`src/rtl/epp_gpu_regs.sv`:
```
// epp_gpu_regs: register-mapped target behind the EPP parallel-port bridge.
//
// Purpose:
//   Decodes the bridge's one-cycle ip_wr/ip_rd pulses into the following blocks:
//   - GPU argument registers.
//   - A command FIFO that feeds the GPU core.
//   - A status register.
//   - A byte-wide framebuffer access port, addressed by a pointer register.
//
// Address map:
//   0x00..ARG_REGS-1 ARG regs (R/W).
//   0x10 CMD:    a write pushes {opcode, ARG snapshot}; a read returns last_opcode.
//   0x11 STATUS: {min(count,15), gpu_busy, overflow, full, empty}.
//                Writing 1 to bit2 clears overflow.
//   0x12..0x14 PTR low/mid/high (R/W). Bits at or above FB_AW read as 0.
//   0x15 FBDATA: a pulse here starts a framebuffer access that waits for fb_ack.
//   Every other address reads 0x00, and writes to it are ignored.
//
// Ports:
//   clk, rst_n                             clock, asynchronous active-low reset
//   ip_addr, ip_do, ip_wr, ip_rd           bridge request side
//   ip_di, ip_do_rdy                       bridge response side (ip_do_rdy=0 while busy)
//   cmd_valid, cmd_opcode, cmd_args,
//   cmd_ready                              command FIFO head handshake to the GPU
//   gpu_busy                               GPU busy flag, reported in STATUS
//   fb_req, fb_we, fb_addr, fb_wdata,
//   fb_rdata, fb_ack                       framebuffer access port
//
// Configuration macro:
//   EPP_GPU_REGS_AUTOINC_EN: PTR advances by one after every completed FBDATA access.
module epp_gpu_regs #(
  parameter int ARG_REGS   = 8,
  parameter int FIFO_DEPTH = 16,
  parameter int FB_AW      = 19
) (
  input  logic                  clk,
  input  logic                  rst_n,
  input  logic [7:0]            ip_addr,
  input  logic [7:0]            ip_do,
  input  logic                  ip_wr,
  input  logic                  ip_rd,
  output logic [7:0]            ip_di,
  output logic                  ip_do_rdy,
  output logic                  cmd_valid,
  output logic [7:0]            cmd_opcode,
  output logic [8*ARG_REGS-1:0] cmd_args,
  input  logic                  cmd_ready,
  input  logic                  gpu_busy,
  output logic                  fb_req,
  output logic                  fb_we,
  output logic [FB_AW-1:0]      fb_addr,
  output logic [7:0]            fb_wdata,
  input  logic [7:0]            fb_rdata,
  input  logic                  fb_ack
);

  localparam int AW = $clog2(FIFO_DEPTH);
  localparam int ARGW = 8 * ARG_REGS;
  localparam logic [AW-1:0] FIFO_ONE = 1;
  localparam logic [FB_AW-1:0] PTR_ONE = 1;

  typedef enum logic {S_IDLE, S_FB_WAIT} state_t;

  state_t           r_state;
  logic             r_rdy;
  logic [7:0]       r_ip_di;
  logic             r_fb_req;
  logic             r_fb_we;
  logic [FB_AW-1:0] r_fb_addr;
  logic [7:0]       r_fb_wdata;
  logic [FB_AW-1:0] r_ptr;
  logic [7:0]       r_arg [ARG_REGS];
  logic [7:0]       r_last_opcode;
  logic             r_overflow;
  logic [4:0]       r_count;
  logic [AW-1:0]    r_wr_ptr;
  logic [AW-1:0]    r_rd_ptr;
  logic [7:0]       r_op_mem   [FIFO_DEPTH];
  logic [ARGW-1:0]  r_args_mem [FIFO_DEPTH];

  logic             w_wr_ok;
  logic             w_rd_ok;
  logic             w_fb_start;
  logic             w_push;
  logic             w_pop;
  logic             w_push_ok;
  logic             w_empty;
  logic             w_full;
  logic [3:0]       w_cnt_sat;
  logic [7:0]       w_status;
  logic [ARGW-1:0]  w_args;
  logic [23:0]      w_ptr24;
  logic [FB_AW-1:0] w_ptr_wdata;
  logic             w_ptr_sel;
  logic [7:0]       w_rd_val;

  // Pulses are only honoured while idle. When ip_wr and ip_rd arrive together, the write wins.
  assign w_wr_ok    = ip_wr && r_rdy;
  assign w_rd_ok    = ip_rd && !ip_wr && r_rdy;
  assign w_fb_start = (ip_wr || ip_rd) && r_rdy && (ip_addr == 8'h15);

  // FIFO control. A pop can only happen when the FIFO is non-empty.
  // As a result, a push and a pop on an empty FIFO simply yields count = 1.
  assign w_empty   = (r_count == 5'd0);
  assign w_full    = (r_count == 5'(FIFO_DEPTH));
  assign w_push    = w_wr_ok && (ip_addr == 8'h10);
  assign w_pop     = !w_empty && cmd_ready;
  assign w_push_ok = w_push && (!w_full || w_pop);
  assign w_cnt_sat = (r_count > 5'd15) ? 4'hF : r_count[3:0];
  assign w_status  = {w_cnt_sat, gpu_busy, r_overflow, w_full, w_empty};

  assign cmd_valid  = !w_empty;
  assign cmd_opcode = r_op_mem[r_rd_ptr];
  assign cmd_args   = r_args_mem[r_rd_ptr];

  assign ip_di     = r_ip_di;
  assign ip_do_rdy = r_rdy;
  assign fb_req    = r_fb_req;
  assign fb_we     = r_fb_we;
  assign fb_addr   = r_fb_addr;
  assign fb_wdata  = r_fb_wdata;

  assign w_ptr_sel = (ip_addr == 8'h12) || (ip_addr == 8'h13) || (ip_addr == 8'h14);

  genvar gi;
  generate
    for (gi = 0; gi < ARG_REGS; gi++) begin : g_arg
      assign w_args[8*gi +: 8] = r_arg[gi];

      always_ff @(posedge clk or negedge rst_n) begin
        if (!rst_n) begin
          r_arg[gi] <= 8'h00;
        end else if (w_wr_ok && (ip_addr == 8'(gi))) begin
          r_arg[gi] <= ip_do;
        end
      end
    end

    // Each pointer bit takes its byte lane from whichever PTR byte address is being written.
    // Writes to bits at or above FB_AW therefore simply have no storage.
    for (gi = 0; gi < FB_AW; gi++) begin : g_ptr_bit
      localparam logic [7:0] BYTE_ADDR = 8'h12 + 8'(gi / 8);
      assign w_ptr_wdata[gi] = (ip_addr == BYTE_ADDR) ? ip_do[gi % 8] : r_ptr[gi];
    end
  endgenerate

  always_comb begin
    w_ptr24 = '0;
    w_ptr24[FB_AW-1:0] = r_ptr;
  end

  always_comb begin
    w_rd_val = 8'h00;
    for (int i = 0; i < ARG_REGS; i++) begin
      if (ip_addr == 8'(i)) w_rd_val = r_arg[i];
    end
    case (ip_addr)
      8'h10:   w_rd_val = r_last_opcode;
      8'h11:   w_rd_val = w_status;
      8'h12:   w_rd_val = w_ptr24[7:0];
      8'h13:   w_rd_val = w_ptr24[15:8];
      8'h14:   w_rd_val = w_ptr24[23:16];
      default: ;
    endcase
  end

  // Bridge / framebuffer sequencer.
  // Asserting reset mid-access drops fb_req at once, without waiting for fb_ack.
  always_ff @(posedge clk or negedge rst_n) begin
    if (!rst_n) begin
      r_state    <= S_IDLE;
      r_rdy      <= 1'b1;
      r_ip_di    <= 8'h00;
      r_fb_req   <= 1'b0;
      r_fb_we    <= 1'b0;
      r_fb_addr  <= '0;
      r_fb_wdata <= 8'h00;
      r_ptr      <= '0;
    end else begin
      case (r_state)
        S_IDLE: begin
          if (w_fb_start) begin
            r_state    <= S_FB_WAIT;
            r_rdy      <= 1'b0;
            r_fb_req   <= 1'b1;
            r_fb_addr  <= r_ptr;
            r_fb_we    <= ip_wr;
            r_fb_wdata <= ip_do;
          end else begin
            if (w_rd_ok) r_ip_di <= w_rd_val;
            if (w_wr_ok && w_ptr_sel) r_ptr <= w_ptr_wdata;
          end
        end
        S_FB_WAIT: begin
          if (fb_ack) begin
            r_state  <= S_IDLE;
            r_fb_req <= 1'b0;
            r_rdy    <= 1'b1;
            if (!r_fb_we) r_ip_di <= fb_rdata;
`ifdef EPP_GPU_REGS_AUTOINC_EN
            r_ptr <= r_ptr + PTR_ONE;
`endif
          end
        end
        default: r_state <= S_IDLE;
      endcase
    end
  end

  // FIFO bookkeeping, overflow flag and last opcode.
  always_ff @(posedge clk or negedge rst_n) begin
    if (!rst_n) begin
      r_count       <= 5'd0;
      r_wr_ptr      <= '0;
      r_rd_ptr      <= '0;
      r_overflow    <= 1'b0;
      r_last_opcode <= 8'h00;
    end else begin
      if (w_push) r_last_opcode <= ip_do;
      if (w_push_ok) r_wr_ptr <= r_wr_ptr + FIFO_ONE;
      if (w_pop) r_rd_ptr <= r_rd_ptr + FIFO_ONE;
      if (w_push_ok && !w_pop) begin
        r_count <= r_count + 5'd1;
      end else if (w_pop && !w_push_ok) begin
        r_count <= r_count - 5'd1;
      end
      if (w_push && !w_push_ok) begin
        r_overflow <= 1'b1;
      end else if (w_wr_ok && (ip_addr == 8'h11) && ip_do[2]) begin
        r_overflow <= 1'b0;
      end
    end
  end

  // Command storage: plain array with no reset, so it can map onto RAM.
  // It is read through the registered read pointer.
  always_ff @(posedge clk) begin
    if (w_push_ok) begin
      r_op_mem[r_wr_ptr]   <= ip_do;
      r_args_mem[r_wr_ptr] <= w_args;
    end
  end

  // Parameter PTR_ONE is referenced only when auto-increment is built in.
  // FIFO_ONE keeps the pointer adds width-exact.
  logic w_unused_ok;
  assign w_unused_ok = &{1'b0, PTR_ONE};

endmodule

```
`config.mk`:
```
export PLATFORM = sky130hd
export DESIGN_NAME = epp_gpu_regs
export DESIGN_NICKNAME = d
export VERILOG_FILES = /design/src/rtl/epp_gpu_regs.sv
export SDC_FILE = /design/constraint.sdc
export NUM_CORES = 1
export LEC_CHECK = 0
export BUFFER_PORTS_ARGS = -buffer_cell sky130_fd_sc_hd__buf_4
export CAP_MARGIN = 10
export CORE_MARGIN = 2
export CORE_UTILIZATION = 35
export DETAILED_ROUTE_END_ITERATION = 12
export GPL_TIMING_DRIVEN = 0
export PLACE_DENSITY_LB_ADDON = 0.08
export SYNTH_ARGS = -nofsm -noshare
export SYNTH_HDL_FRONTEND = slang
export SYNTH_SLANG_ARGS = --single-unit
```
`constraint.sdc`:
```
create_clock -name clk -period 7.8 [get_ports clk]
set_input_delay 0.78 -clock clk [delete_from_list [all_inputs] [get_ports clk]]
set_output_delay 0.78 -clock clk [all_outputs]
set_load 0.05 [all_outputs]
```
=== Yosys cells after proc, flatten, opt, wreduce, memory -nomap -nowiden ===
Memory sizes are Yosys's and may differ from the RTL's.
Cells that the tools add are included.

* Bits in registers: 144
* Memory bits (writable): 1152
* Input port bits: 31
* Output and inout bits: 111
* Word-level logic and storage cells: 122
* Memories kept: 2

* $add $sub $neg: 4
* Order comparisons: 1
* Equal/unequal tests: 19
* Multiplexer cells: 30
* Bitwise logic cells: 2
* Reduce and logical (&&, ||, !) cells: 41

{| class="wikitable"
|+ Memory list
! name !! words !! width !! read ports !! clocked after Yosys merged registers in !! write ports !! RTL line !! source
|-
| r_args_mem || 16 || 64 || 1 || 0 || 1 || 79 || <nowiki>logic [ARGW-1:0] r_args_mem [FIFO_DEPTH];</nowiki>
|-
| r_op_mem || 16 || 8 || 1 || 0 || 1 || 78 || <nowiki>logic [7:0] r_op_mem [FIFO_DEPTH];</nowiki>
|}

{| class="wikitable"
|+ Operators by type and width
! kind !! number
|-
| 8-bit 2-to-1 mux || 12
|-
| 8-bit by 5-bit equality test with 1-bit output, second input constant || 6
|-
| 8-bit one-hot mux with 5 select lines || 1
|-
| 8-bit by 3-bit equality test with 1-bit output, second input constant || 4
|-
| 1-bit logical AND || 22
|-
| 8-bit by 2-bit equality test with 1-bit output, second input constant || 2
|-
| 8-bit one-hot mux with 2 select lines || 1
|-
| 4-bit AND reduction || 4
|-
| 1-bit 2-to-1 mux || 10
|-
| 5-bit 2-to-1 mux || 2
|-
| 2-bit != test, second input constant || 5
|-
| 4-bit by 1-bit adder with 4-bit output, second input constant || 2
|-
| 8-bit by 1-bit equality test with 1-bit output, second input constant || 1
|-
| 8-bit zero test || 1
|-
| 1-bit one-hot mux with 2 select lines || 3
|-
| 5-bit by 1-bit adder with 5-bit output, second input constant || 1
|-
| 5-bit equality test, second input constant || 1
|-
| 5-bit by 4-bit > comparator with 1-bit output, second input constant || 1
|-
| 1-bit zero test || 5
|-
| 5-bit zero test || 1
|-
| 5-bit by 1-bit subtractor with 5-bit output, second input constant || 1
|-
| 1-bit logical OR || 4
|-
| 4-bit 2-to-1 mux || 1
|-
| 2-bit AND reduction || 2
|-
| 2 further kinds || 4
|}

=== Logic depth before layout (Yosys ltp) ===
* Depth in word-level cells: 13
* Mapped depth: 12
* Gate-level depth less buffers: 11

=== Least setup slack after synthesis ===
Ideal clock, no wire load.

* Kind: input to register
* Start: in ip_addr[2]
* End: mem r_args_mem[3][0] (netlist name), enable pin
* Library setup time: 590 ps
* Arrival: 6879 ps
* Required time: 7210 ps
* Setup slack: 330 ps
* Stages: 6
* Buffers on the path: 2
* Cells stage by stage: buf_1 -> nor4_1 -> and4_1 -> buf_2 -> nand2_1 -> nor3_1

* Word-level cells in the longest chain between the ends: 5

{| class="wikitable"
|+ Ends and longest elaborated chain
! element !! RTL line !! source
|-
| from (decl) || 38 || <nowiki>input logic [7:0] ip_addr,</nowiki>
|-
| 8-bit by 5-bit equality test with 1-bit output || 106 || <nowiki>assign w_push = w_wr_ok && (ip_addr == 8'h10);</nowiki>
|-
| 1-bit logical AND || 106 ||
|-
| 1-bit logical AND || 108 || <nowiki>assign w_push_ok = w_push && (!w_full || w_pop);</nowiki>
|-
| named net w_push_ok || 86 || <nowiki>logic w_push_ok;</nowiki>
|-
| 1-bit 2-to-1 mux || 238 || <nowiki>if (w_push_ok) begin</nowiki>
|-
| 1-bit 2-to-1 mux (not written as such) || 240 || <nowiki>r_args_mem[r_wr_ptr] <= w_args;</nowiki>
|-
| to (decl) || 79 ||
|}

The timed path passes the listed nets, and every way through them passes these cells.

=== Worst setup path in the final report ===
* Start: reg r_rd_ptr[1]
* End: out cmd_args[1]

* Word-level cells in the longest chain between the ends: 1

{| class="wikitable"
|+ Ends and longest elaborated chain
! element !! RTL line !! source
|-
| from (decl) || 77 || <nowiki>logic [AW-1:0] r_rd_ptr;</nowiki>
|-
| from (signal assigned) || 221 || <nowiki>if (w_pop) r_rd_ptr <= r_rd_ptr + FIFO_ONE;</nowiki>
|-
| memory 16 x 64 bit || n/a ||
|-
| to (decl) || 46 || <nowiki>output logic [8*ARG_REGS-1:0] cmd_args,</nowiki>
|}

No other way between the ends.

==> results by group <==
Yosys
  – Mux share of post-synthesis cell area: 0.194
  – Synth Register Bits: 1,296
  – Mapped Cells: 2,164
  – Mean post-synth cell area: 23.1 um2
  – Post-synth top area cell: edfxtp_1
  – Synth top cells by count: edfxtp_1, mux4_2, dfrtp_1, mux2_2, clkbuf_1
  – XOR/XNOR Fraction of Synth Area: 0.00192
  – Syn Nets: 2,205
  – Post-Synth Simple-Gate Area: 0.0144
  – Unique masters post-synth: 71
  – Register area share after synthesis: 0.763
  – Post-synth EDFFs: between 1k and 1.5k
  – Async set or reset register ratio after synthesis: 0.111
  – Ys Warns: 0
  – Synth top area share: 0.691
  – Synth Area in Adders: 0.00265
  – Count leader, synth: edfxtp_1
  – Main synth FF type: edfxtp_1
  – Synth area leaders: edfxtp_1, mux4_2, dfrtp_1
  – Synthesized cell area: 0.0501 mm2
  – Synth Area in Compound Gates: 0.0138
  – Largest family of logic cells by synthesized area: multiplexers

Clock tree
  – Root Driver: clkbuf_16
  – Post-cts resize count: 0
  – Htree depth: 4
  – Clock sinks: 1,296
  – Max clock buf depth: 3
  – Worst-path clk slew: about 50 ps
  – Skew-Pair Late Insertion Delay: 790 ps
  – TritonCTS Buffers: roughly 140
  – Clock tree from TritonCTS: built

Worst setup path
  – Worst Path Class, Setup: register to output port
  – Worst EP arrival: between 5000 and 6000 ps
  – Crit path launch type: register
  – FF-to-FF path depth: 9
  – CP required: approximately 7000 ps
  – Worst-path fanout max: 10
  – Crit. End Element: output port

Global routing
  – Largest net degree at the start of global routing: between 70 and 80
  – Initial antenna violation count: 14
  – First-pass GRT wire length: 202,000 um
  – GRT overflow: 0
  – Vias in the first global route: 25.7k
  – GR Util All Layers: 0.201

Die
  – Die Wd: 382 um
  – Starting density of the core: 0.353
  – Core area: approximately 0.14 mm2
  – Die Ht: 382 um
  – I/O Pins: 142
  – Die ar.: 0.146 mm2
  – Rows: 138

Timing
  – Slew headroom: 0.181
  – Hold Violations, Final: 0
  – Clock Skews: 33.9 ps
  – Fin. max-slew vios: 0
  – Slew @ Worst Pin: 1230 ps
  – Clock period minus worst slack: 5800 ps
  – Setup violations, final: 0
  – Setup TNS: 0 ps
  – Fmax: 172 MHz
  – Tcrit/Tclk final: 0.744
  – Unrepaired setup endpoints after global routing: no

Finish
  – Area added between synthesis and finish: 19.4%
  – Share of cells above drive strength 1: 0.371
  – Fill cells: roughly 12k
  – Nets: 2,593
  – Final core occ: 0.422

Hold path
  – Worst hold stages: 2
  – Class of the worst hold path: input port to register

Placement
  – PortBufs: 140
  – DP Wirelength: 96,100 um
  – Placer Congestion: slightly below 0.9

Pwr
  – Pwr dens: about 240 mW/mm2
  – Worst VDD drop: 0.000199 V
  – Leakage power total: 22.2 nW

Drt
  – DRC: 0
  – Vias per cell: 5.34
  – Post-route ant nets: 0
  – 1st-iter DRT viols: 2,412
  – WL final: around 150,000 um
  – Pre-antenna DRT Iters: 7
  – Avg WL per Cell: roughly 32 um
  – Via count: 24.3k

Run
  – MaxCap Viol Count: 0

Run status
  – Outcome: finished, final reports clean
-- power breakdown --
group / internal (W) / total (W) / switching (W)
Clock: 0.00379 / 0.00653 / 0.00274
Combinational: 0.0000306 / 0.000120 / 0.0000895
Sequential: 0.00747 / 0.00747 / 0.00000550
Total: 0.0113 / 0.0141 / 0.00284
-- layer usage --
layer  track usage  up-vias  wire, um
met4        0.0578       20      3510
met5             0        -       125
li1              -    10000         -
met3        0.0532      187      9540
met2         0.315      711     69300
met1         0.276    13400     63200
-- placed cells by master, fill, tap and decap left out, types with 21 or more instances in the layout --
cell type	instances
buf_4	145
clkbuf_16	146
buf_12	41
dfrtp_1	143
buf_6	28
buf_1	24
mux4_2	363
nand2_1	22
clkinv_1	28
edfxtp_1	1152
mux2_2	127
clkbuf_1	103
buf_2	27
o21ai_0	21
-- flip-flops by register name, indices dropped and copies added (netlist names), 4 cells and up --
register / count
fb_wdata: 8
r_op_mem: 128
r_args_mem: 1024
r_ptr: 19
r_arg: 64
r_last_opcode: 8
fb_addr: 19
r_count: 5
r_wr_ptr: 4
ip_di: 8
r_rd_ptr: 4
-- critical path, stage by stage, from the launching register on --
cell	delay, ps
dfrtp_1	350
clkbuf_1	900
clkbuf_1	980
clkbuf_1	810
mux4_2	410
mux4_2	550
buf_4	220
-- worst paths after layout --
check	from	end	slack, ps
worst min register to register	r_last_opcode[7]	r_last_opcode[7]	500
worst max-delay path	r_rd_ptr[1]	cmd_args[1]	2000
max in group asynchronous	rst_n	ip_do_rdy	6790
worst max register to register	ip_do_rdy	r_args_mem[3][11]	4140
min in group asynchronous	rst_n	fb_addr[18]	670
worst min-delay path	ip_wr	fb_we	320
-- metrics by stage --
step                total power, W  instances  hold slack (ps)  setup WS [ps]  area, um2
CTS                         0.0143       4553              251           1780      59700
detailed placement         0.00774       4289              489           2640      55200
finish                      0.0141       4562              320           2000      59800
global route                0.0146       4559              292           1780      59800
global placement           0.00773       4194              486          -8470      53500
floorplan                  0.00765       2164              465            330      50100
-- cells by family after synthesis --
family | count (synthesis)
adders and majority gates | 10
and+or+nand+nor | 123
buffers and inverters | 127
muxes | 502
AOI/OAI and AO/OA | 95
DFF | 1296
xor gates and xnor gates | 11
-- cell type report --
type	count	area [um2]	area share
clock buffer	189	3850	0.0645
buffer	116	470	0.00787
timing repair buffer	242	2730	0.0456
clock inverter	74	657	0.0110
multi-input combinational	741	11500	0.192
inverter	11	41.3	0.000690
antenna	3	7.51	0.000126
sequential	1296	38200	0.639
tap	1890	2360	0.0395
-- repair_timing --
action	CTS	global route
setup buffers	0	0
hold buffers	1	0
endpoints found under the hold margin	81	0
No activity file was read; power rests on OpenSTA's default activity.
